File: src/rtl/cpu_types_pkg.sv
// Shared types for the writeback/commit stage: lane bundle, history entry and FSM state.
package cpu_types_pkg;

  localparam int CPU_XLEN = 64;

  typedef logic [CPU_XLEN-1:0] double_word;
  typedef logic [4:0]          reg_idx_t;

  typedef struct packed {
    logic       valid;
    double_word result;
    double_word result_plus_4;
    logic       is_branch;
    logic       write_rd;
    reg_idx_t   rd;
    logic       end_program;
  } wb_lane_t;

  typedef struct packed {
    logic       valid;
    reg_idx_t   rd;
    double_word data;
  } bypass_entry_t;

  typedef enum logic {
    RUN  = 1'b0,
    DONE = 1'b1
  } wb_state_e;

endpackage

File: src/rtl/wb_lane_resolver.sv
// Combinational lane resolution: squash after the first branch/end lane, drop
// writes shadowed by a younger lane with the same rd, and select the PC redirect.
module wb_lane_resolver
  import cpu_types_pkg::*;
#(
  parameter int NUM_LANES = 2
) (
  input  wb_lane_t [NUM_LANES-1:0] lanes,
  input  logic                     commit,
  output logic     [NUM_LANES-1:0] we,
  output reg_idx_t [NUM_LANES-1:0] waddr,
  output double_word [NUM_LANES-1:0] wdata,
  output logic                     pc_write_en,
  output double_word               pc_write,
  output logic                     end_hit,
  output logic     [NUM_LANES-1:0] survive
);

  logic           blocked;
  logic           redirect;
  logic           end_raw;
  double_word     tgt;
  logic [NUM_LANES-1:0] wr_ok;

  always_comb begin
    // NOTE: blocking assignments here let 'blocked' carry the squash decision
    // from older lanes to younger ones within a single evaluation; every
    // variable gets a default first so no latch is inferred.
    survive  = '0;
    blocked  = 1'b0;
    redirect = 1'b0;
    end_raw  = 1'b0;
    tgt      = '0;
    for (int i = 0; i < NUM_LANES; i++) begin
      survive[i] = lanes[i].valid && !blocked;
      if (survive[i] && (lanes[i].is_branch || lanes[i].end_program)) begin
        blocked  = 1'b1;
        redirect = lanes[i].is_branch;
        end_raw  = lanes[i].end_program;
        tgt      = lanes[i].result;
      end
    end

    wr_ok = '0;
    for (int i = 0; i < NUM_LANES; i++)
      wr_ok[i] = survive[i] && lanes[i].write_rd && (lanes[i].rd != '0);
    // A younger surviving lane to the same rd wins; the older write is dropped.
    for (int i = 0; i < NUM_LANES; i++)
      for (int j = 0; j < NUM_LANES; j++)
        if (j > i && wr_ok[j] && lanes[j].rd == lanes[i].rd) wr_ok[i] = 1'b0;

    we = commit ? wr_ok : '0;
    for (int i = 0; i < NUM_LANES; i++) begin
      waddr[i] = we[i] ? lanes[i].rd : '0;
      wdata[i] = !we[i] ? '0 :
                 lanes[i].is_branch ? lanes[i].result_plus_4 : lanes[i].result;
    end

    pc_write_en = commit && redirect;
    pc_write    = pc_write_en ? {tgt[CPU_XLEN-1:1], 1'b0} : '0;
    end_hit     = commit && end_raw;
  end

endmodule

File: src/rtl/writeback_commit_stage.sv
// Multi-lane writeback/commit stage: one-entry stage register, RUN/DONE FSM and
// committed-write history. Optional retired-lane counter under WB_RETIRE_COUNT_EN.
module writeback_commit_stage
  import cpu_types_pkg::*;
#(
  parameter int XLEN         = CPU_XLEN,
  parameter int NUM_LANES    = 2,
  parameter int BYPASS_DEPTH = 4
) (
  input  logic                         clk,
  input  logic                         rst,
  input  logic                         in_valid,
  output logic                         in_ready,
  input  logic [NUM_LANES-1:0]         in_lane_valid,
  input  logic [NUM_LANES*XLEN-1:0]    in_result,
  input  logic [NUM_LANES*XLEN-1:0]    in_result_plus_4,
  input  logic [NUM_LANES-1:0]         in_is_branch,
  input  logic [NUM_LANES-1:0]         in_write_rd,
  input  logic [NUM_LANES*5-1:0]       in_rd,
  input  logic [NUM_LANES-1:0]         in_end_program,
  input  logic                         rf_grant,
  output logic [NUM_LANES-1:0]         rf_we,
  output logic [NUM_LANES*5-1:0]       rf_waddr,
  output logic [NUM_LANES*XLEN-1:0]    rf_wdata,
  output logic                         pc_write_en,
  output logic [XLEN-1:0]              pc_write,
  input  logic                         bypass_freeze,
  output logic [BYPASS_DEPTH-1:0]      bypass_valid,
  output logic [BYPASS_DEPTH*5-1:0]    bypass_rd,
  output logic [BYPASS_DEPTH*XLEN-1:0] bypass_data,
  output logic                         done_executing
`ifdef WB_RETIRE_COUNT_EN
  ,
  output logic [63:0]                  retired_count
`endif
);

  wb_state_e                       state_q, state_d;
  logic                            stg_valid_q, stg_valid_d;
  wb_lane_t      [NUM_LANES-1:0]   stg_q, stg_d, lanes_in;
  bypass_entry_t [BYPASS_DEPTH-1:0] hist_q, hist_d;

  logic                            accept, commit, end_hit, pc_en;
  logic          [NUM_LANES-1:0]   we;
  reg_idx_t      [NUM_LANES-1:0]   waddr;
  double_word    [NUM_LANES-1:0]   wdata;
  double_word                      pc_tgt;
`ifdef WB_RETIRE_COUNT_EN
  logic          [NUM_LANES-1:0]   survive;
  logic          [63:0]            retired_count_q, retired_count_d;
`endif

  always_comb begin
    for (int i = 0; i < NUM_LANES; i++) begin
      lanes_in[i].valid         = in_lane_valid[i];
      lanes_in[i].result        = in_result[i*XLEN +: XLEN];
      lanes_in[i].result_plus_4 = in_result_plus_4[i*XLEN +: XLEN];
      lanes_in[i].is_branch     = in_is_branch[i];
      lanes_in[i].write_rd      = in_write_rd[i];
      lanes_in[i].rd            = in_rd[i*5 +: 5];
      lanes_in[i].end_program   = in_end_program[i];
    end
  end

  assign in_ready = (state_q == RUN) && (!stg_valid_q || rf_grant);
  assign accept   = in_valid && in_ready;
  assign commit   = stg_valid_q && rf_grant && (state_q == RUN);

  wb_lane_resolver #(.NUM_LANES(NUM_LANES)) u_resolver (
    .lanes       (stg_q),
    .commit      (commit),
    .we          (we),
    .waddr       (waddr),
    .wdata       (wdata),
    .pc_write_en (pc_en),
    .pc_write    (pc_tgt),
    .end_hit     (end_hit),
`ifdef WB_RETIRE_COUNT_EN
    .survive     (survive)
`else
    .survive     ()
`endif
  );

  always_comb begin
    state_d     = state_q;
    stg_valid_d = stg_valid_q;
    stg_d       = stg_q;
    hist_d      = hist_q;
    if (commit) stg_valid_d = 1'b0;
    if (accept) begin
      stg_valid_d = 1'b1;
      stg_d       = lanes_in;
    end
    if (end_hit) state_d = DONE;
    // Lane 0 is pushed first, so the youngest written lane ends up at entry 0.
    if (commit && !bypass_freeze) begin
      for (int i = 0; i < NUM_LANES; i++) begin
        if (we[i]) begin
          for (int j = BYPASS_DEPTH-1; j > 0; j--) hist_d[j] = hist_d[j-1];
          hist_d[0].valid = 1'b1;
          hist_d[0].rd    = waddr[i];
          hist_d[0].data  = wdata[i];
        end
      end
    end
  end

  always_ff @(posedge clk or negedge rst) begin
    // NOTE: non-blocking assignments for all state. The stage register is reset
    // too (not only its valid bit) so a dropped bundle never leaks stale fields.
    if (!rst) begin
      state_q     <= RUN;
      stg_valid_q <= 1'b0;
      stg_q       <= '0;
      hist_q      <= '0;
    end else begin
      state_q     <= state_d;
      stg_valid_q <= stg_valid_d;
      stg_q       <= stg_d;
      hist_q      <= hist_d;
    end
  end

  always_comb begin
    rf_we       = we;
    pc_write_en = pc_en;
    pc_write    = pc_tgt;
    for (int i = 0; i < NUM_LANES; i++) begin
      rf_waddr[i*5 +: 5]       = waddr[i];
      rf_wdata[i*XLEN +: XLEN] = wdata[i];
    end
    for (int e = 0; e < BYPASS_DEPTH; e++) begin
      bypass_valid[e]             = hist_q[e].valid;
      bypass_rd[e*5 +: 5]         = hist_q[e].rd;
      bypass_data[e*XLEN +: XLEN] = hist_q[e].data;
    end
  end

  assign done_executing = (state_q == DONE);

`ifdef WB_RETIRE_COUNT_EN
  always_comb begin
    retired_count_d = retired_count_q;
    if (commit) retired_count_d = retired_count_q + 64'($countones(survive));
  end

  always_ff @(posedge clk or negedge rst) begin
    if (!rst) retired_count_q <= '0;
    else      retired_count_q <= retired_count_d;
  end

  assign retired_count = retired_count_q;
`endif

endmodule
File: config.mk
export PLATFORM = sky130hd
export DESIGN_NAME = writeback_commit_stage
export DESIGN_NICKNAME = d
export VERILOG_FILES = /design/src/rtl/cpu_types_pkg.sv /design/src/rtl/wb_lane_resolver.sv /design/src/rtl/writeback_commit_stage.sv
export SDC_FILE = /design/constraint.sdc
export NUM_CORES = 1
export LEC_CHECK = 0
export ABC_AREA = 1
export CAP_MARGIN = 30
export CORE_AREA = 2 2 302 304
export CTS_CLUSTER_SIZE = 12
export DETAILED_ROUTE_END_ITERATION = 7
export DIE_AREA = 0 0 304 306
export GPL_TIMING_DRIVEN = 0
export HOLD_SLACK_MARGIN = 0.05
export PLACE_DENSITY = 0.68
export SYNTH_ARGS = -nofsm -noshare
export SYNTH_HDL_FRONTEND = slang
export SYNTH_SLANG_ARGS = --single-unit
export TNS_END_PERCENT = 100
File: constraint.sdc
create_clock -name clk -period 4.9 [get_ports clk]
set_input_delay 0.735 -clock clk [delete_from_list [all_inputs] [get_ports clk]]
set_output_delay 0.735 -clock clk [all_outputs]
set_load 0.03 [all_outputs]
==> results <==
## power breakdown
part | total (mW) | internal (mW) | switching, mW
clock | 5.43 | 3.21 | 2.22
sequential | 4.76 | 4.71 | 0.0518
combinational | 0.733 | 0.334 | 0.399
total | 10.9 | 8.25 | 2.67
## what timing repair did
| item | in CTS | in global routing |
|---|---|---|
| gates resized for setup | 0 | 2 |
| endpoints found under the hold margin | 42 | 0 |
| hold buffers | 1 | 0 |
| endpoints found under the setup margin | 0 | 3 |
## how the worst max path moves through the flow
stage / startpoint / to / slack [ps] / depth (start not counted)
finish: rf_grant / rf_wdata[49] / 80 / 8
global route: rf_grant / rf_wdata[52] / 7 / 8
CTS: rf_grant / rf_wdata[25] / 6 / 8
detailed placement: rf_grant / rf_wdata[25] / 20 / 8
global placement: rst / stg_q[176] / -23280 / 1
floorplan: rf_grant / rf_waddr[5] / 2260 / 7
## synth_stat cells, types with 2 or more instances
master    count
clkinv_1      2
nand3_1     745
buf_1        35
inv_2         4
buf_2        90
mux2_2      136
dfrtp_1     556
o21ai_0     192
nor2_1      256
o22ai_1      64
inv_1       464
buf_4        13
nand2_1    1123
clkbuf_1    142
a21oi_1     221
buf_6        10
nand3_2       2
nor2_2        4
nand2_2       2
nand4_1       2
## metrics by stage
step | hold WS (ps) | util
global placement | 464 | 0.437
global route | 503 | 0.465
detailed placement | 465 | 0.438
floorplan | 439 | -
CTS | 480 | 0.465
finish | 476 | 0.465
## area by class of cell
cell class                 instances  area (um2)  share of cell area
clock inverter                    25         357             0.00855
multi-input combinational       2751       13000               0.312
inverter                         470        1760              0.0423
sequential                       556       13900               0.334
tap                             1176        1470              0.0353
clock buffer                     100        2020              0.0485
antenna                           14        35.0            0.000840
timing repair buffer             770        7800               0.187
buffer                           290        1330              0.0318
## cells by family (layout without fill, tap and decap cells)
| logic type | count (synthesis) | in the layout | share of synthesized area |
|---|---|---|---|
| AO/OA/AOI/OAI | 480 | 480 | 0.0835 |
| buffers and inverters | 760 | 1655 | 0.103 |
| flip-flops | 556 | 556 | 0.463 |
| multiplexers | 136 | 136 | 0.0510 |
| other | 1 | 15 | 0.000125 |
| AND/OR/NAND/NOR | 2134 | 2134 | 0.299 |
## registers in the layout (all words and copies together) (netlist names)
register,count
bypass_data,256
bypass_rd,20
bypass_valid,4
done_executing,1
stg_q,274
stg_valid_q,1
## per-layer routing
layer  GRT usage  vias up  part of all wire
met4       0.164        0             0.055
met5           0        -                 0
li1            -    14800                 -
met3      0.0726      379             0.089
met1       0.420    15900              0.40
met2       0.531     1886              0.46
## critical path, delay by kind of cell
kind	cells	cell delay [ps]
simple gates	3	970
buf+inv	5	2360
## placed cells by master, fill, tap and decap left out, types with 13 or more instances in the layout
master / count
nand2_1: 1123
clkdlybuf4s50_1: 763
nand3_1: 745
dfrtp_1: 556
inv_1: 464
nor2_1: 256
a21oi_1: 221
o21ai_0: 192
clkbuf_1: 153
mux2_2: 136
buf_2: 90
clkbuf_16: 68
o22ai_1: 64
buf_1: 35
clkbuf_8: 20
diode_2: 14
buf_4: 13
==> reports/metrics.cfg <==
[status]
status=finished clean

[floorplan]
fp.dieW_um=304
die_area_um2=93000
die_y_um=306
start_util=0.335
io_pins=766
row_count=110
core_area_um2=89600

[sta]
finalSetupViolCount=0
drv_slew=0
setup_slack_ps=82.1
tightestPinTransition_ps=924
hold_viol_final=0
rsz0062_at_grt=false
fin_crit_ps=4820
fmax_mhz=208
fin_skew_ps=32.5
fin_crit_sh=0.983
setup_tns_ps=0
max_slew_margin=0.384

[grt]
overflow=0
grt_max_degree=114
grt_pass1_vias=31300
grt_pass1_wl_mm=224
grt_util_all_layers=0.330
antenna_found_initial=15

[power_and_ir_drop]
ir_drop_v=0.000200
power.leakage_nw=21.3
finalPower_mw=10.9
powerDensity_nw_per_um2=262

[clocking]
cts_buffer_depth=3
clk-insertion-delay-late_ps=630
clock_sinks=556
numCtsBuffers=68
cts_root_buffer=clkbuf_16
path_clk_slew_ps=60
htree_levels=3
cts_tree=yes
post-cts-setup-buffers=0

[hold_path]
min-delay-start=bypass_data[237]
holdPathEnd=bypass_data[237]
hold_class=reg -> reg
hold_path_depth=2

[place]
post-place-ws_ps=24.5
dp.cells=6012
io_buffers=764
gp_congestion=0.983
hpwl_mm=127
place_area_um2=39300

[cells_and_area]
area_growth_pct=38.9
final_cells=6152
fill_cells=9005
stdcell_area_um2=41700
layout-drive-gt1-share=0.0772
nNetsFinal=5186

[synth]
synth.distinct_cells=24
synth_ff_type=dfrtp_1
synth.ff_latch_count=556
syn_inst=4067
yosys.area.top_type=dfrtp_1
syn-cell-area_um2=30000
synth_area_leaders=dfrtp_1 46%, nand2_1 14%, nand3_1 12%, inv_1 5.8%, mux2_2 5.1%
yosysSeqAreaShare=0.463
syn_avg_cell_area_um2=7.38
ys_warn_count=0
synth_nets=4346
synthArstFlopShare=1.00
synth_edf_count=0
synth_top_area_frac=0.463

[detailed_routing]
dr.pass1.iters=6
antenna_left=0
wl_mm=159
drc=0
drt-initial-drc-count=3517
num_vias=32900
wire_per_inst_um=25.8
viasPerCell=5.35

[critical_path]
r2r-end=bypass_data[194]
rrSetupSlack_ps=1620
max_stage_delay_ps=680
required_ps=4160
worstSetupPathType=in -> out
end_kind=primary output
r2r-start=done_executing
reg2regPathDepth=8
cp_slowest_cell=clkdlybuf4s50_1
crit_chain=clkdlybuf4s50_1, nand3_2, nor2_2, buf_2, clkbuf_1, nand3_1, inv_1, clkdlybuf4s50_1
path_max_fanout=10
crit_arrival_ps=4080
setup.worst_path.start_class=input port
crit_top_cell=clkdlybuf4s50_1

[run]
maxCapViolCount=0

(Power assumes the default switching activity.)
